**src/rtl/xgmii_lb_switch.sv**
```systemverilog
// Per-channel XGMII crossbar (normal / near-end loop / far-end loop / isolate) that switches only between frames.
// Optional forced switch after SWITCH_TIMEOUT pending cycles is enabled by defining XGMII_LB_TIMEOUT_EN.
module xgmii_lb_switch #(
    parameter int LANES          = 4,
    parameter int DATA_W         = 64,
    parameter int SWITCH_TIMEOUT = 1024
) (
    input  logic                          clk_156,
    input  logic                          async_reset_n,
    input  logic [2*LANES-1:0]            mode_req,
    input  logic                          clear_err,
    input  logic [LANES*DATA_W-1:0]       mac_xgmii_txd,
    input  logic [LANES*(DATA_W/8)-1:0]   mac_xgmii_txc,
    input  logic [LANES*DATA_W-1:0]       pcs_xgmii_rxd,
    input  logic [LANES*(DATA_W/8)-1:0]   pcs_xgmii_rxc,
    output logic [LANES*DATA_W-1:0]       pcs_xgmii_txd,
    output logic [LANES*(DATA_W/8)-1:0]   pcs_xgmii_txc,
    output logic [LANES*DATA_W-1:0]       mac_xgmii_rxd,
    output logic [LANES*(DATA_W/8)-1:0]   mac_xgmii_rxc,
    output logic [2*LANES-1:0]            mode_act,
    output logic [LANES-1:0]              switch_pending,
    output logic [LANES-1:0]              timeout_err
);

    localparam int CTRL_W = DATA_W / 8;
    localparam logic [DATA_W-1:0] IDLE_D = {CTRL_W{8'h07}};
    localparam logic [DATA_W-1:0] ERR_D  = {CTRL_W{8'hFE}};
    localparam logic [CTRL_W-1:0] CTRL_1 = {CTRL_W{1'b1}};

    typedef enum logic {RUN = 1'b0, PEND = 1'b1} state_e;

    function automatic logic is_start(input logic [DATA_W-1:0] d, input logic [CTRL_W-1:0] c);
        logic s;
        s = 1'b0;
        for (int l = 0; l < CTRL_W; l++) begin
            if ((l == 0 || l == 4) && c[l] && d[l*8 +: 8] == 8'hFB) s = 1'b1;
        end
        return s;
    endfunction

    function automatic logic is_term(input logic [DATA_W-1:0] d, input logic [CTRL_W-1:0] c);
        logic t;
        t = 1'b0;
        for (int l = 0; l < CTRL_W; l++) begin
            if (c[l] && d[l*8 +: 8] == 8'hFD) t = 1'b1;
        end
        return t;
    endfunction

`ifdef XGMII_LB_TIMEOUT_EN
    localparam int CNT_W = $clog2(SWITCH_TIMEOUT + 1);
`else
    logic unused_cfg;
    assign unused_cfg = clear_err ^ (SWITCH_TIMEOUT > 0);
`endif

    for (genvar c = 0; c < LANES; c++) begin : g_ch
        logic [DATA_W-1:0] tx_d, rx_d;
        logic [CTRL_W-1:0] tx_c, rx_c;
        logic [1:0]        req;
        logic              tx_start, rx_start, boundary_ok, switch_now, forced, timeout_hit;

        state_e            state_q, state_d;
        logic [1:0]        mode_q, mode_d;
        logic              tx_inf_q, tx_inf_d, rx_inf_q, rx_inf_d;
        logic [DATA_W-1:0] ptx_dat_q, ptx_dat_d, mrx_dat_q, mrx_dat_d;
        logic [CTRL_W-1:0] ptx_ctl_q, ptx_ctl_d, mrx_ctl_q, mrx_ctl_d;

        assign tx_d = mac_xgmii_txd[c*DATA_W +: DATA_W];
        assign tx_c = mac_xgmii_txc[c*CTRL_W +: CTRL_W];
        assign rx_d = pcs_xgmii_rxd[c*DATA_W +: DATA_W];
        assign rx_c = pcs_xgmii_rxc[c*CTRL_W +: CTRL_W];
        assign req  = mode_req[2*c +: 2];

        assign tx_start = is_start(tx_d, tx_c);
        assign rx_start = is_start(rx_d, rx_c);
        // A start wins over a terminate in the same word: back-to-back frames keep the tracker set.
        assign tx_inf_d = tx_start ? 1'b1 : (is_term(tx_d, tx_c) ? 1'b0 : tx_inf_q);
        assign rx_inf_d = rx_start ? 1'b1 : (is_term(rx_d, rx_c) ? 1'b0 : rx_inf_q);
        assign boundary_ok = !tx_inf_q && !rx_inf_q && !tx_start && !rx_start;

`ifdef XGMII_LB_TIMEOUT_EN
        logic [CNT_W-1:0] cnt_q, cnt_d;
        logic             err_q, err_d;

        assign timeout_hit = (state_q == PEND) && (32'(cnt_q) + 32'd1 == 32'(SWITCH_TIMEOUT));
        assign cnt_d = (state_q == PEND && state_d == PEND) ? cnt_q + 1'b1 : '0;
        assign err_d = forced ? 1'b1 : (clear_err ? 1'b0 : err_q);

        always_ff @(posedge clk_156 or negedge async_reset_n) begin
            if (!async_reset_n) begin
                cnt_q <= '0;
                err_q <= 1'b0;
            end else begin
                cnt_q <= cnt_d;
                err_q <= err_d;
            end
        end
        assign timeout_err[c] = err_q;
`else
        assign timeout_hit    = 1'b0;
        assign timeout_err[c] = 1'b0;
`endif

        always_ff @(posedge clk_156 or negedge async_reset_n) begin
            if (!async_reset_n) begin
                state_q   <= RUN;
                mode_q    <= 2'd0;
                tx_inf_q  <= 1'b0;
                rx_inf_q  <= 1'b0;
                ptx_dat_q <= IDLE_D;
                ptx_ctl_q <= CTRL_1;
                mrx_dat_q <= IDLE_D;
                mrx_ctl_q <= CTRL_1;
            end else begin
                state_q   <= state_d;
                mode_q    <= mode_d;
                tx_inf_q  <= tx_inf_d;
                rx_inf_q  <= rx_inf_d;
                ptx_dat_q <= ptx_dat_d;
                ptx_ctl_q <= ptx_ctl_d;
                mrx_dat_q <= mrx_dat_d;
                mrx_ctl_q <= mrx_ctl_d;
            end
        end

        always_comb begin
            state_d    = state_q;
            switch_now = 1'b0;
            forced     = 1'b0;
            case (state_q)
                RUN: begin
                    if (req != mode_q) begin
                        if (boundary_ok) switch_now = 1'b1;
                        else             state_d    = PEND;
                    end
                end
                PEND: begin
                    if (req == mode_q) begin
                        state_d = RUN;
                    end else if (boundary_ok) begin
                        switch_now = 1'b1;
                        state_d    = RUN;
                    end else if (timeout_hit) begin
                        switch_now = 1'b1;
                        forced     = 1'b1;
                        state_d    = RUN;
                    end
                end
                default: state_d = RUN;
            endcase
            mode_d = switch_now ? req : mode_q;
        end

        // Routing uses mode_d so the word sampled on a switching edge already follows the new mode.
        always_comb begin
            ptx_dat_d = IDLE_D;
            ptx_ctl_d = CTRL_1;
            mrx_dat_d = IDLE_D;
            mrx_ctl_d = CTRL_1;
            case (mode_d)
                2'd0: begin
                    ptx_dat_d = tx_d;
                    ptx_ctl_d = tx_c;
                    mrx_dat_d = rx_d;
                    mrx_ctl_d = rx_c;
                end
                2'd1: begin
                    mrx_dat_d = tx_d;
                    mrx_ctl_d = tx_c;
                end
                2'd2: begin
                    ptx_dat_d = rx_d;
                    ptx_ctl_d = rx_c;
                end
                default: ;
            endcase
            if (forced) begin
                if ((mode_q == 2'd0 && tx_inf_q) || (mode_q == 2'd2 && rx_inf_q)) begin
                    ptx_dat_d = ERR_D;
                    ptx_ctl_d = CTRL_1;
                end
                if ((mode_q == 2'd0 && rx_inf_q) || (mode_q == 2'd1 && tx_inf_q)) begin
                    mrx_dat_d = ERR_D;
                    mrx_ctl_d = CTRL_1;
                end
            end
        end

        always_comb begin
            switch_pending[c] = (state_q == PEND);
            mode_act[2*c +: 2] = mode_q;
        end

        assign pcs_xgmii_txd[c*DATA_W +: DATA_W] = ptx_dat_q;
        assign pcs_xgmii_txc[c*CTRL_W +: CTRL_W] = ptx_ctl_q;
        assign mac_xgmii_rxd[c*DATA_W +: DATA_W] = mrx_dat_q;
        assign mac_xgmii_rxc[c*CTRL_W +: CTRL_W] = mrx_ctl_q;
    end

endmodule

```
**config.mk**
```make
export PLATFORM = sky130hd
export DESIGN_NAME = xgmii_lb_switch
export DESIGN_NICKNAME = d
export VERILOG_FILES = /design/src/rtl/xgmii_lb_switch.sv
export SDC_FILE = /design/constraint.sdc
export NUM_CORES = 1
export LEC_CHECK = 0
export ABC_CLOCK_PERIOD_IN_PS = 2450
export BUFFER_PORTS_ARGS = -buffer_cell sky130_fd_sc_hd__buf_2
export CAP_MARGIN = 20
export CORE_AREA = 2 2 464 466
export CTS_CLUSTER_DIAMETER = 80
export DETAILED_ROUTE_END_ITERATION = 7
export DIE_AREA = 0 0 466 468
export GPL_TIMING_DRIVEN = 0
export PLACE_DENSITY = 0.31
export SLEW_MARGIN = 20
export SYNTH_ARGS = -nofsm -noshare
export SYNTH_HDL_FRONTEND = slang
export SYNTH_SLANG_ARGS = --single-unit
```
**constraint.sdc**
```tcl
create_clock -name clk_156 -period 2.45 [get_ports clk_156]
set_input_delay 0.3675 -clock clk_156 [delete_from_list [all_inputs] [get_ports clk_156]]
set_output_delay 0.3675 -clock clk_156 [all_outputs]
set_load 0.005 [all_outputs]
```
Word-level counts from Yosys, hierarchy flattened
Cells that the tools add are included.
- eq/ne operators: 96
- mux-type cells: 148
- bitwise gates (word level): 4
- reduce and logical (&&, ||, !) cells: 120
- operators by type and width (cell ; number):
    64-bit case mux with 2 select lines ; 8
    8-bit equality test (second input constant) ; 80
    8-bit case mux with 2 select lines ; 8
    1-bit two-way mux ; 120
    1-bit logical AND ; 92
    1-bit zero test ; 16
    1-bit case mux with 2 select lines ; 8
    2-bit nonzero test ; 8
    2-bit by 1-bit equality test with 1-bit output (second input constant) ; 4
    2-bit equality test ; 4
    2-bit equality test (second input constant) ; 4
    2-bit zero test ; 4
    2-bit two-way mux ; 4
    2-bit != test ; 4
    1-bit NOT ; 4
- flip-flop bits (word level): 596
- input bits: 587
- output and inout port bits: 592
- word-level logic and storage cells: 400

Logic depth before layout (Yosys ltp)
- depth after elaboration: 13
- mapped depth: 10
- mapped depth without buffers: 7

Least setup slack after synthesis
No wires, ideal clock.
- path kind: in2reg
- from: input port mac_xgmii_txc[24]
- to: register g_ch[3].mrx_dat_q[11]
- library setup time: 0.121 ns
- data arrival time: 2.065 ns
- required time: 2.329 ns
- slack: 0.264 ns
- cell stages on the path: 9
- path buffers: 3
- cells stage by stage: nand4_1 -> or4b_4 -> and4_4 -> buf_6 -> and3_1 -> buf_6 -> clkbuf_1 -> o21ai_1 -> a21oi_2
- longest elaborated chain between the ends: 12
- elaborated cells between the ends (all ways): 14
- those cells by class: eq/ne: 1; mux: 8; reduce/logical: 5
- ends and longest elaborated chain (element ; line ; source):
    start: declaration ; 13 ; input logic [LANES*(DATA_W/8)-1:0] mac_xgmii_txc,
    1-bit logical AND * ; 36 ; if ((l == 0 || l == 4) && c[l] && d[l*8 +: 8] == 8'hFB) s = 1'b1;
    1-bit two-way mux * (2 in series) ; 36 ;
    1-bit zero test * ; 80 ; assign boundary_ok = !tx_inf_q && !rx_inf_q && !tx_start && !rx_start;
    1-bit logical AND * (2 in series) ; 80 ;
    1-bit two-way mux * ; 134, 141 ;
    1-bit two-way mux (on tied branches) ; 139, 133 ;
    1-bit case mux with 2 select lines * ; 131 ; case (state_q)
    2-bit two-way mux * ; 152 ; mode_d = switch_now ? req : mode_q;
    2-bit by 1-bit equality test with 1-bit output / 2-bit zero test (equally long branches) ; 161 ; case (mode_d)
    64-bit case mux with 2 select lines * ; 161 ;
    named net g_ch[3].mrx_dat_d[11] ; 66 ; logic [DATA_W-1:0] ptx_dat_q, ptx_dat_d, mrx_dat_q, mrx_dat_d;
    end signal: assignment ; 122 ; mrx_dat_q <= mrx_dat_d;
    end: declaration ; 66 ;
The timed path passes the listed nets; every way through them passes the cells marked *.
A chain may end at the register's enable or synchronous reset.

Worst setup path after layout
- from: input port mac_xgmii_txd[225]
- to: register g_ch[3].mrx_dat_q[57]
- longest elaborated chain between the ends: 12
- elaborated cells between the ends (all ways): 14
- those cells by class: eq/ne: 2; mux: 7; reduce/logical: 5
- ends and longest elaborated chain (element ; line ; source):
    start: declaration ; 12 ; input logic [LANES*DATA_W-1:0] mac_xgmii_txd,
    8-bit equality test * ; 36 ;
    1-bit logical AND * ; 36 ;
    1-bit two-way mux * ; 36 ;
    1-bit zero test * ; 80 ;
    1-bit logical AND * (2 in series) ; 80 ;
    1-bit two-way mux * ; 134, 141 ;
    1-bit two-way mux (on tied branches) ; 139, 133 ;
    1-bit case mux with 2 select lines * ; 131 ;
    2-bit two-way mux * ; 152 ;
    2-bit by 1-bit equality test with 1-bit output / 2-bit zero test (equally long branches) ; 161 ;
    64-bit case mux with 2 select lines * ; 161 ;
    named net g_ch[3].mrx_dat_d[57] ; 66 ;
Marked as above.

==> summary.txt <==
Outcome
  • Status: finished, violations left
  • Failing checks: negative setup slack

Clock tree
  • CTS buffer count: 92
  • Clk buf depth: 3
  • Clk sinks: 596
  • Root buf cell: clkbuf_16
  • CTS tree: built
  • Reg clk slew, reported paths: 0.06 ns
  • Htree depth: 3
  • Skew-Pair Late Insertion Delay: 0.73 ns

Yosys
  • Post-Synthesis Cells: 2972
  • Synthesis Warnings: 0
  • Seq cells post-synth: 596
  • Synth top area share: 30.0%
  • Synth unique cells: 49
  • Biggest area consumer among synthesized cells: dfrtp_1
  • Synthesized area per cell: 9.53 sq um
  • Netlist Area Pre-Place: 0.0283 sq mm
  • Top post-synthesis cells by area: dfrtp_1, dfstp_2, nand3_1
  • Seq/Total Area, Yosys: 53.8%

Global routing
  • Gr ovfl total: 0
  • Antenna violations before repair: 42
  • Vias in the first global route: 35442
  • Largest net degree at the start of global routing: 80
  • First-pass GRT wire length: 305000 um
  • GRT Overall Usage: 20.2%

Hold path
  • Hold Path Origin: pcs_xgmii_rxd[83]
  • Hold Crit Class: input pin to flop

Floorplan
  • I/O pin cnt: 1179
  • Core area: 0.213 sq mm
  • Starting Density: 13.3%
  • Std cell rows: 170
  • Die footprint: 0.218 sq mm
  • Die width: 466 um
  • Die H: 468 um

Worst setup path
  • Crit path kind: input pin to flop
  • CP Launch Type: input pin
  • Setup crit end kind: flop
  • Reg2reg end: g_ch[2].ptx_dat_q[35]
  • R2R depth: 5
  • Crit Path Max Fanout: 10
  • Worst Path Arrival: 3.13 ns
  • Worst EP required: 3.04 ns
  • Reg2reg start: g_ch[2].rx_inf_q
  • Crit path launch: mac_xgmii_txd[225]
  • R2R setup slack: -0.02 ns
  • Setup crit end: g_ch[3].mrx_dat_q[57]

Timing
  • Hold WS: 0.0481 ns
  • Minimum clock period: 2.54 ns
  • Final setup margin: -0.0938 ns
  • Worst-Margin Slew: 1.23 ns
  • Slew headroom: 17.1%
  • Finish-stage setup viols: 6
  • Max Freq: 393 MHz
  • Final Hold Viols: 0
  • Final Max Slew Viols: 0
  • Setup TNS Final: -0.291 ns
  • Clk_skew: 0.0410 ns
  • Crit share post-route: 104%
  • RSZ-0062 raised after global routing: true

Cells and area
  • Fin util: 22.2%
  • Commonest non-fill, non-tap cell in the layout: buf_2
  • Commonest cells after routing, fill and taps aside: buf_2, nand3_1, dlygate4sd3_1
  • Area growth syn-to-layout: 67.2%
  • Non-filler cells, final: 7785
  • Filler cell count: 23842
  • Layout cells sized above 1: 40.0%
  • Nets: 5426

Flow run
  • Max-Cap Viols: 0

Pwr
  • Clock share of power: 32.1%
  • Pleak: 0.0205 uW
  • Switch share: 39.3%
  • Internal power: 26400 uW
  • Maximum VDD drop: 0.457 mV
  • Share of power burned in registers: 32.2%
  • P_sw: 17000 uW
  • Comb pwr share: 35.7%
  • PwrDens: 916 mW/mm^2

Detailed routing
  • Drt initial violations: 2977
  • Final wirelength: 230000 um
  • DR WL/cell: 29.5 um
  • Final ANT Viol Nets: 0
  • Vias per inst: 4.41
  • Via count: 34326
  • Remaining DRCs: 0
  • Drt pass-1 iters: 7

Placement
  • Detail Placement HPWL: 186000 um
  • Pre-CTS setup slack: -1.31 ns
  • Placer Congestion: 0.953
  • PortBufs: 1173
  • Placed cell count: 6994
cell type report:
class / count / area, sq um / area share, %
multi-input combinational: 2063 / 11800 / 24.9
antenna: 29 / 72.6 / 0.153
clock buffer: 130 / 2660 / 5.62
inverter: 17 / 68.8 / 0.145
clock inverter: 43 / 484 / 1.02
sequential: 596 / 15200 / 32.2
tap: 2838 / 3550 / 7.50
buffer: 299 / 1530 / 3.23
timing repair buffer: 1770 / 12000 / 25.3
stage by stage:
stage / instance area (sq um) / total power, uW
2_1_floorplan: 28300 / 19700
3_3_place_gp: 37800 / 28700
3_5_place_dp: 38000 / 28600
4_1_cts: 47100 / 44000
5_1_grt: 47300 / 45500
6_report: 47400 / 43400
sequential cells by signal, indices dropped and copies added, names as in the netlist:
register        cells
g_ch.rx_inf_q       4
g_ch.state_q        4
g_ch.ptx_ctl_q     32
g_ch.tx_inf_q       4
g_ch.ptx_dat_q    256
g_ch.mrx_dat_q    256
g_ch.mrx_ctl_q     32
g_ch.mode_q         8
cell families after synthesis:
group / after synthesis / synth area share (%)
other: 1 / 0.0132
flip-flops: 596 / 53.8
buffers and inverters: 316 / 5.50
AND/OR/NAND/NOR: 1117 / 21.4
AO/OA/AOI/OAI: 934 / 19.0
XOR/XNOR: 8 / 0.247
power by group through the flow:
stage / sequential, uW / clock, uW / combinational, uW
after floorplan: 14200 / 0 / 5500
after global placement: 14100 / 0 / 14500
after detailed placement: 14100 / 0 / 14500
after CTS: 14000 / 14500 / 15500
after global routing: 14200 / 14800 / 16600
final: 14000 / 13900 / 15500
Yosys cell counts, drive strengths merged:
library cell and n:
nor2 17, inv 17, a31oi 2, buf 114, nor4b 4, nor4 19, or4b 4, nand4 41
clkbuf 185, and3 17, or2 4, conb 1, and4 12, nor3 30, a21boi 8, xnor2 8
and4b 4, a41oi 4, o21ai 580, a41o 3, o211ai 12, nand3 866, a21oi 320, nand2 45
a22oi 4, or4 6, a311oi 1, dfrtp 340, nand4b 40, dfstp 256, nor3b 8
per-layer routing:
metal / global-route usage (%) / share of wire (%)
met3: 6.15 / 9.1
met5: 0 / 0.040
met1: 22.8 / 38
met2: 33.6 / 47
met4: 11.3 / 6.1
critical path, stage by stage:
cell	delay, ns
dlygate4sd3_1	0.55
buf_2	0.17
nand4b_1	0.15
nand4_1	0.33
o21ai_4	0.53
clkbuf_1	0.54
nand3_1	0.15
nand3_1	0.33
what timing repair did:
action | 4_1_cts | 5_1_grt
hold buffers | 574 | 0
hold endpoints to repair | 671 | 0
cloned | 0 | 0
gates resized for setup | 42 | 58
buffers inserted | 5 | 10
setup endpoints to repair | 188 | 57
pin swaps | 4 | 7
worst min path at each step:
stage	slack [ns]	end	cells past startpoint
3_3_place_gp	0.54	g_ch[2].rx_inf_q	1
6_report	0.05	g_ch[1].mrx_dat_q[19]	3
2_1_floorplan	0.07	g_ch[0].mode_q[0]	0
5_1_grt	0.01	g_ch[1].mrx_dat_q[19]	3
4_1_cts	0.0006	g_ch[1].ptx_dat_q[0]	3
3_5_place_dp	0.26	g_ch[1].ptx_dat_q[63]	1
(Power assumes the default switching activity.)
